`src/rtl/cbs_pkg.sv`:
```
// Shared types and arithmetic for credit-based shaping blocks.
package cbs_pkg;

   localparam int CBS_CREDIT_WIDTH = 32;
   localparam int CBS_MAX_W        = 64;

   typedef enum logic {
      IDLE = 1'b0,
      XMIT = 1'b1
   } cbs_state_e;

   typedef enum logic [1:0] {
      UPD_HOLD = 2'd0,
      UPD_SEND = 2'd1,
      UPD_GAIN = 2'd2,
      UPD_ZERO = 2'd3
   } cbs_upd_e;

   // Adds or subtracts an unsigned slope from a signed credit and clamps to
   // [lo, hi]. Two guard bits mean the intermediate sum can never wrap.
   function automatic logic signed [CBS_MAX_W-1:0] cbs_sat_step(
      input logic signed [CBS_MAX_W-1:0] cur,
      input logic        [CBS_MAX_W-1:0] slope,
      input logic                        sub,
      input logic signed [CBS_MAX_W-1:0] lo,
      input logic signed [CBS_MAX_W-1:0] hi
   );
      logic signed [CBS_MAX_W+1:0] acc;
      logic signed [CBS_MAX_W+1:0] step;
      logic signed [CBS_MAX_W+1:0] lo_w;
      logic signed [CBS_MAX_W+1:0] hi_w;
      step = $signed({2'b00, slope});
      acc  = $signed({{2{cur[CBS_MAX_W-1]}}, cur}) + (sub ? -step : step);
      lo_w = $signed({{2{lo[CBS_MAX_W-1]}}, lo});
      hi_w = $signed({{2{hi[CBS_MAX_W-1]}}, hi});
      if (acc > hi_w) begin
         acc = hi_w;
      end else if (acc < lo_w) begin
         acc = lo_w;
      end
      return acc[CBS_MAX_W-1:0];
   endfunction

endpackage

```
`src/rtl/cbs_credit_calc.sv`:
```
// Signed credit register: spend on transfer, earn while waiting, drop to zero
// when the queue empties with surplus, always clamped to [lo_credit, hi_credit].
module cbs_credit_calc
   import cbs_pkg::*;
#(
   parameter int CREDIT_WIDTH = CBS_CREDIT_WIDTH
) (
   input  logic                    clk,
   input  logic                    rst,
   input  logic                    xfer,
   input  logic                    s_valid,
   input  logic [CREDIT_WIDTH-1:0] idle_slope,
   input  logic [CREDIT_WIDTH-1:0] send_slope,
   input  logic [CREDIT_WIDTH-1:0] hi_credit,
   input  logic [CREDIT_WIDTH-1:0] lo_credit,
   output logic [CREDIT_WIDTH-1:0] credit
);

   localparam int EXT = CBS_MAX_W - CREDIT_WIDTH;

   logic [CREDIT_WIDTH-1:0]        credit_q;
   logic [CREDIT_WIDTH-1:0]        credit_d;
   cbs_upd_e                       upd;
   logic signed [CBS_MAX_W-1:0]    cur_x;
   logic signed [CBS_MAX_W-1:0]    lo_x;
   logic signed [CBS_MAX_W-1:0]    hi_x;
   logic        [CBS_MAX_W-1:0]    idle_x;
   logic        [CBS_MAX_W-1:0]    send_x;
   logic signed [CBS_MAX_W-1:0]    res_x;
   logic        [EXT-1:0]          res_unused;

   always_comb begin
      cur_x  = $signed({{EXT{credit_q[CREDIT_WIDTH-1]}}, credit_q});
      lo_x   = $signed({{EXT{lo_credit[CREDIT_WIDTH-1]}}, lo_credit});
      hi_x   = $signed({{EXT{hi_credit[CREDIT_WIDTH-1]}}, hi_credit});
      idle_x = {{EXT{1'b0}}, idle_slope};
      send_x = {{EXT{1'b0}}, send_slope};

      upd = UPD_HOLD;
      if (xfer) begin
         upd = UPD_SEND;
      end else if (s_valid || credit_q[CREDIT_WIDTH-1]) begin
         upd = UPD_GAIN;
      end else if (credit_q != '0) begin
         upd = UPD_ZERO;
      end

      // Zeroing goes through the same clamp so a misconfigured range still holds.
      unique case (upd)
         UPD_SEND: res_x = cbs_sat_step(cur_x, send_x, 1'b1, lo_x, hi_x);
         UPD_GAIN: res_x = cbs_sat_step(cur_x, idle_x, 1'b0, lo_x, hi_x);
         UPD_ZERO: res_x = cbs_sat_step('0, '0, 1'b0, lo_x, hi_x);
         default:  res_x = cur_x;
      endcase

      credit_d   = res_x[CREDIT_WIDTH-1:0];
      res_unused = res_x[CBS_MAX_W-1:CREDIT_WIDTH];
   end

   always_ff @(posedge clk) begin
      if (rst) begin
         credit_q <= '0;
      end else begin
         credit_q <= credit_d;
      end
   end

   assign credit = credit_q;

endmodule

```
`src/rtl/cbs_gate.sv`:
```
// Credit-based shaper gate: holds a frame at its head until credit >= 0, then
// passes the whole frame with zero latency. CBS_GATE_STATS_EN adds counters.
module cbs_gate
   import cbs_pkg::*;
#(
   parameter int DATA_WIDTH   = 8,
   parameter int KEEP_WIDTH   = DATA_WIDTH / 8,
   parameter int CREDIT_WIDTH = CBS_CREDIT_WIDTH
) (
   input  logic                    clk,
   input  logic                    rst,
   input  logic [CREDIT_WIDTH-1:0] idle_slope,
   input  logic [CREDIT_WIDTH-1:0] send_slope,
   input  logic [CREDIT_WIDTH-1:0] hi_credit,
   input  logic [CREDIT_WIDTH-1:0] lo_credit,
   input  logic [DATA_WIDTH-1:0]   s_axis_tdata,
   input  logic [KEEP_WIDTH-1:0]   s_axis_tkeep,
   input  logic                    s_axis_tvalid,
   output logic                    s_axis_tready,
   input  logic                    s_axis_tlast,
   output logic [DATA_WIDTH-1:0]   m_axis_tdata,
   output logic [KEEP_WIDTH-1:0]   m_axis_tkeep,
   output logic                    m_axis_tvalid,
   input  logic                    m_axis_tready,
   output logic                    m_axis_tlast,
`ifdef CBS_GATE_STATS_EN
   output logic [31:0]             frame_count,
   output logic [31:0]             blocked_cycles,
`endif
   output logic [CREDIT_WIDTH-1:0] credit
);

   cbs_state_e state_q;
   cbs_state_e state_d;
   logic       gate_open;
   logic       xfer;

   cbs_credit_calc #(
      .CREDIT_WIDTH(CREDIT_WIDTH)
   ) u_credit (
      .clk       (clk),
      .rst       (rst),
      .xfer      (xfer),
      .s_valid   (s_axis_tvalid),
      .idle_slope(idle_slope),
      .send_slope(send_slope),
      .hi_credit (hi_credit),
      .lo_credit (lo_credit),
      .credit    (credit)
   );

   // Once a frame has started it is never cut, whatever the credit does.
   always_comb begin
      gate_open     = (state_q == XMIT) || !credit[CREDIT_WIDTH-1];
      m_axis_tvalid = s_axis_tvalid && gate_open && !rst;
      s_axis_tready = m_axis_tready && gate_open && !rst;
      xfer          = m_axis_tvalid && m_axis_tready;
      m_axis_tdata  = s_axis_tdata;
      m_axis_tkeep  = s_axis_tkeep;
      m_axis_tlast  = s_axis_tlast;
   end

   always_comb begin
      state_d = state_q;
      unique case (state_q)
         IDLE:    if (xfer && !s_axis_tlast) state_d = XMIT;
         XMIT:    if (xfer && s_axis_tlast)  state_d = IDLE;
         default: state_d = IDLE;
      endcase
   end

   always_ff @(posedge clk) begin
      if (rst) begin
         state_q <= IDLE;
      end else begin
         state_q <= state_d;
      end
   end

`ifdef CBS_GATE_STATS_EN
   logic [31:0] frame_count_q;
   logic [31:0] frame_count_d;
   logic [31:0] blocked_cycles_q;
   logic [31:0] blocked_cycles_d;

   always_comb begin
      frame_count_d    = frame_count_q;
      blocked_cycles_d = blocked_cycles_q;
      if (xfer && s_axis_tlast) frame_count_d = frame_count_q + 32'd1;
      if (s_axis_tvalid && !gate_open) blocked_cycles_d = blocked_cycles_q + 32'd1;
   end

   always_ff @(posedge clk) begin
      if (rst) begin
         frame_count_q    <= '0;
         blocked_cycles_q <= '0;
      end else begin
         frame_count_q    <= frame_count_d;
         blocked_cycles_q <= blocked_cycles_d;
      end
   end

   assign frame_count    = frame_count_q;
   assign blocked_cycles = blocked_cycles_q;
`endif

endmodule

```
`config.mk`:
```
export PLATFORM = sky130hd
export DESIGN_NAME = cbs_gate
export DESIGN_NICKNAME = d
export VERILOG_FILES = /design/src/rtl/cbs_pkg.sv /design/src/rtl/cbs_credit_calc.sv /design/src/rtl/cbs_gate.sv
export SDC_FILE = /design/constraint.sdc
export NUM_CORES = 1
export LEC_CHECK = 0
export ABC_AREA = 1
export BUFFER_PORTS_ARGS = -buffer_cell sky130_fd_sc_hd__buf_2
export CORE_MARGIN = 4
export CORE_UTILIZATION = 45
export DETAILED_ROUTE_END_ITERATION = 10
export MAX_ROUTING_LAYER = met4
export PLACE_DENSITY = 0.68
export SLEW_MARGIN = 20
export SYNTH_ARGS = -nofsm -noshare
export SYNTH_HDL_FRONTEND = slang
export SYNTH_HIERARCHICAL = 1
export SYNTH_SLANG_ARGS = --single-unit
```
`constraint.sdc`:
```
create_clock -name clk -period 3.9 [get_ports clk]
set_clock_uncertainty 0.05 [all_clocks]
set_input_delay 0.195 -clock clk [delete_from_list [all_inputs] [get_ports clk]]
set_output_delay 0.195 -clock clk [all_outputs]
set_load 0.1 [all_outputs]
```
==> After elaboration in Yosys (flattened, before gate mapping) <==
Cells that the tools add are included.
W data, S select, Z words.
{ "word_totals": {"regBits": 33, "wordCells": 42, "output_inout_bits": 44} }
{ "op_classes": {"n_bitwise": 1, "eq_ne": 3, "reduce_logical": 14, "addsub": 3, "n_mux": 13, "order_cmp": 6} }
{ "ops": {"columns": ["cell", "count"], "rows": [
  ["$mux W32", 6],
  ["$pmux W32 S3", 1],
  ["$add A32 B66 Y66", 1],
  ["$gt A66 B32 Y1", 1],
  ["$lt A66 B32 Y1", 1],
  ["$neg A32 Y66", 1],
  ["$add A32 B33 Y34", 1],
  ["$gt A34 B32 Y1", 1],
  ["$lt A34 B32 Y1", 1],
  ["$gt A1 B32 Y1 const A", 1],
  ["$lt A1 B32 Y1 const A", 1],
  ["$reduce_bool A32 Y1", 1],
  ["$logic_and A1 B1 Y1", 7],
  ["$mux W2", 3],
  ["$eq A2 B2 Y1 const B", 2],
  ["$logic_not A1 Y1", 3],
  ["$reduce_bool A3 Y1", 1],
  ["$eq A2 B1 Y1 const B", 1],
  ["$logic_or A1 B1 Y1", 2],
  ["$mux W1", 2],
  ["$pmux W1 S2", 1],
  ["$not A1 Y1", 1]
]} }

==> Logic depth before layout (Yosys ltp) <==
{ "logic_depth": {"ltp_word": 8, "depth_mapped": 36, "ltp_nobuf": 34} }

==> Modules after synthesis <==
The synthesis kept the hierarchy.
{ "modules_own_cells": {"columns": ["module", "cells_each", "area_each_um2", "n_inst", "seq_area_each_um2"], "rows": [
  ["cbs_credit_calc", 2336, 13097.6, 1, 640.6],
  ["cbs_gate", 25, 163.9, 1, 20.0]
]} }

==> Worst setup path after synthesis <==
Ideal clock, no wire load.
{ "synth_timing": {"kind": "register to register", "startpoint": "register u_credit.credit_q[0], in the netlist u_credit/credit[0]", "endpoint": "register u_credit.credit_q[25], in the netlist u_credit/credit[25]", "period_less_slack_ns": 5.068, "slack_ns": -1.168, "n_path_buf": 2, "arrival_ns": 4.890, "path_stages_with_launch": 34, "cell_sequence": "dfxtp_1 -> inv_1 -> ha_1 -> fa_1 -> inv_1 -> nand3_1 -> nand2_1 -> nand2_1 -> nand3_1 -> nand2_1 -> nand2_1 -> nand3_1 -> nand2_1 -> nand3_1 -> nand2_1 -> clkbuf_1 -> ha_1 -> ha_1 -> nand2_1 -> nor2_1 -> nand2_1 -> nor4_2 -> nand2_1 -> nand2_1 -> nand2_1 -> nand3_2 -> nand2_1 -> nor2_4 -> buf_2 -> nand2_1 -> nand2_1 -> nor2_1 -> nor2_1 -> nor2_1"} }
{ "synth_via": {"elab_chain_len": 6, "elab_cells_between_ends": 19} }
{ "synth_lines": {"columns": ["element", "line_no", "source"], "rows": [
  ["start: declaration", "cbs_credit_calc.sv:21", "logic [CREDIT_WIDTH-1:0] credit_q;"],
  ["start signal: assignment", "cbs_credit_calc.sv:64", "credit_q <= credit_d;"],
  ["parallel branches: the longest is 6 deep, another holds $add A32 B66 Y66", null, null]
]} }
Parallel ways; which one is timed is not known.
A chain may end at the register's enable or synchronous reset.

==> Worst setup path after layout <==
{ "layout_timing": {"startpoint": "register u_credit.credit_q[15], in the netlist u_credit/credit[15]", "endpoint": "register u_credit.credit_q[0], in the netlist u_credit/credit[0]"} }
The elaborated chain is that of the path after synthesis.

==> results_dict.tcl <==
set metrics [dict create \
    worstHoldPathType "primary input to register" \
    final_common_cell "nand2_1" \
    synthArstFlopShare_pct 0 \
    die_area_mm2 0.0323 \
    post-route-drc-count 0 \
    cts_tree "built" \
    hold_ws_ns 0.149 \
    clk_pin_slew_ns 0.06 \
    violations "negative setup slack" \
    synth_simple_gate_area_share_pct 39.0 \
    syn_avg_cell_area_um2 5.62 \
    netlist_instances 2361 \
    final_layout_size_suffix_gt1_share_pct 35.0 \
    synth.distinct_cells 46 \
    critPathLaunchType "register" \
    ys_warn_count 6 \
    synth_edf_count 0 \
    place.gp.congestion 1.08 \
    synthMuxAreaShare_pct 0 \
    fillers 2546 \
    cts-buffers-inserted 5 \
    cts_max_level 2 \
    area_growth_pct 55.1 \
    leakage_uw 0.0112 \
    hold_buffers 0 \
    synth_flop_cell "dfxtp_1" \
    synth-adder-area-share_pct 25.4 \
    dr_total_vias 19300 \
    die_x_um 180 \
    multi_input_area_mm2 0.0127 \
    dp_slack_ns -1.02 \
    period_minus_slack_ns 4.51 \
    post_drt_wl_per_cell_um 20.3 \
    synth_area_mm2 0.0133 \
    fp.dieH_um 180 \
    total_power_uw 18800 \
    yosysSeqAreaShare_pct 4.98 \
    fmax_mhz 222 \
    drtPass1Iterations 7 \
    drt-total-wl_um 69000 \
    viasPerCell 5.69 \
    io_pins 186 \
    critPathMaxStageDelay_ns 0.37 \
    hold_viol 0 \
    grt_overflow 0 \
    grt_max_degree 40 \
    drtIter0Drc 2157 \
    synth_top_family_by_area "simple AND/OR/NAND/NOR gates" \
    synth_top_cell_area_share_pct 25.1 \
    critPathSlowestCell "dfxtp_4" \
    power_density_mw_per_mm2 913 \
    setup_viol 32 \
    grt_pass1_wl_um 98100 \
    initial_core_util_pct 46.0 \
    final_util_pct 71.3 \
    synth-xor-area-share_pct 2.11 \
    critical_path_class "register to register" \
    final_cell_mix "nand2_1 (638), buf_4 (484), inv_1 (322)" \
    critPathMaxFanout 5 \
    seqCellArea_um2 751 \
    finalCritPeriodShare_pct 116 \
    grt_util_all_layers_pct 39.3 \
    slew_viol_final 0 \
    synthTopCellsByArea "ha_1 (25%), nand2_1 (21%), inv_1 (9.2%)" \
    yosysTopAreaCell "ha_1" \
    cts.sinks 33 \
    timing.critical_path.mode_cell "nand2_4" \
    synth-compound-area-share_pct 16.8 \
    clock_latency_ns 0.30 \
    dpl.hpwl_um 53700 \
    ys_ff_latch 33 \
    antenna_found_initial 3 \
    core_area_mm2 0.0289 \
    syn-num-nets 2771 \
    cp.required_ns 4.04 \
    grt_pass1_vias 18200 \
    largest_reg_flops 32 \
    max_cap_violations 0 \
    arrival_ns 4.65 \
    worst_pin_slew_ns 0.933 \
    status "finished, violations left" \
    max_slew_margin_pct 37.2 \
    rsz0062_at_grt "true" \
    endpoint_kind "register" \
    final_net_count 3416 \
    timing.final.ws_setup_ns -0.610 \
    port_buffers 167 \
    rows 62 \
    ant_nets 0 \
    clk_path_buf_depth 2 \
    cts-root-buf "clkbuf_16" \
    peakVddDrop_v 0.000448 \
]
==> timing repair <==
item,in CTS,in global routing
setup buffers,24,17
cloned,4,6
endpoints found under the setup margin,32,32
pin swaps,23,97
resized for setup,153,224
==> synthesized netlist by cell type, types with 13 or more instances <==
cell type,instances
nand3_1,135
a21oi_1,188
o21ai_0,135
nor2_1,248
nand4_1,44
nand2_1,729
xor2_1,26
clkbuf_1,28
inv_1,326
or2_2,18
o2111ai_1,13
nor3_1,14
buf_4,14
dfxtp_1,33
a21o_1,16
ha_1,266
==> final timing paths <==
kind,end,depth (start not counted),start,slack [ns]
hold reg to reg,register,2,register,0.44
hold / removal,u_credit/credit[15],2,rst,0.15
setup / recovery,u_credit/credit[0],28,u_credit/credit[15],-0.61
setup reg to reg,u_credit/credit[0],28,u_credit/credit[15],-0.61
==> through the flow <==
step | setup TNS (ns) | std cells | cell area (um2)
CTS | -13.42 | 3376 | 19400
finish | -17.58 | 3393 | 20600
global route | -22.83 | 3393 | 20600
global placement | -24.22 | 3341 | 18200
detailed placement | -27.26 | 3341 | 18200
floorplan | -9.63 | 2361 | 13500
==> cell type report <==
cell class	instances	share of cell area (%)
diodes	2	0.0243
clock buffers	6	0.730
clock inverters	2	0.0791
inverters	332	6.09
multi-input cells	1940	61.6
flip-flops and latches	33	3.65
well taps	384	2.34
repair buffers	694	25.5
==> critical path, delay by kind of cell, from the launching register on <==
| kind | cells | cell delay [ns] |
|---|---|---|
| buffers and inverters | 8 | 1.02 |
| AND/OR/NAND/NOR | 16 | 1.91 |
| AO/OA/AOI/OAI | 1 | 0.24 |
| adder cells (fa/ha/maj) | 3 | 0.79 |
| flip-flops | 1 | 0.37 |
==> report_power, final <==
part | switching [uW] | leakage, uW | internal [uW] | total, uW
registers | 263 | 0.000290 | 525 | 789
clock network | 205 | 0.0000782 | 278 | 483
logic | 10000 | 0.0108 | 7480 | 17500
total | 10500 | 0.0112 | 8290 | 18800
==> layer usage <==
layer	GRT usage (%)	up-vias	part of all wire, %
met5	-	-	0
met4	18.4	0	6.5
met3	6.10	279	9.6
met2	63.7	1186	45
met1	48.0	8768	39
li1	-	9063	-
==> kinds of logic (layout without fill, tap and decap cells) <==
logic type      count (synthesis)  in the layout
xor+xnor                       32             32
flops                          33             33
simple gates                 1236           1238
other cells                     0              2
buf+inv                       390           1034
fa+ha+maj                     268            268
compound gates                402            402
Note: power is estimated with default switching activity, not from simulation.
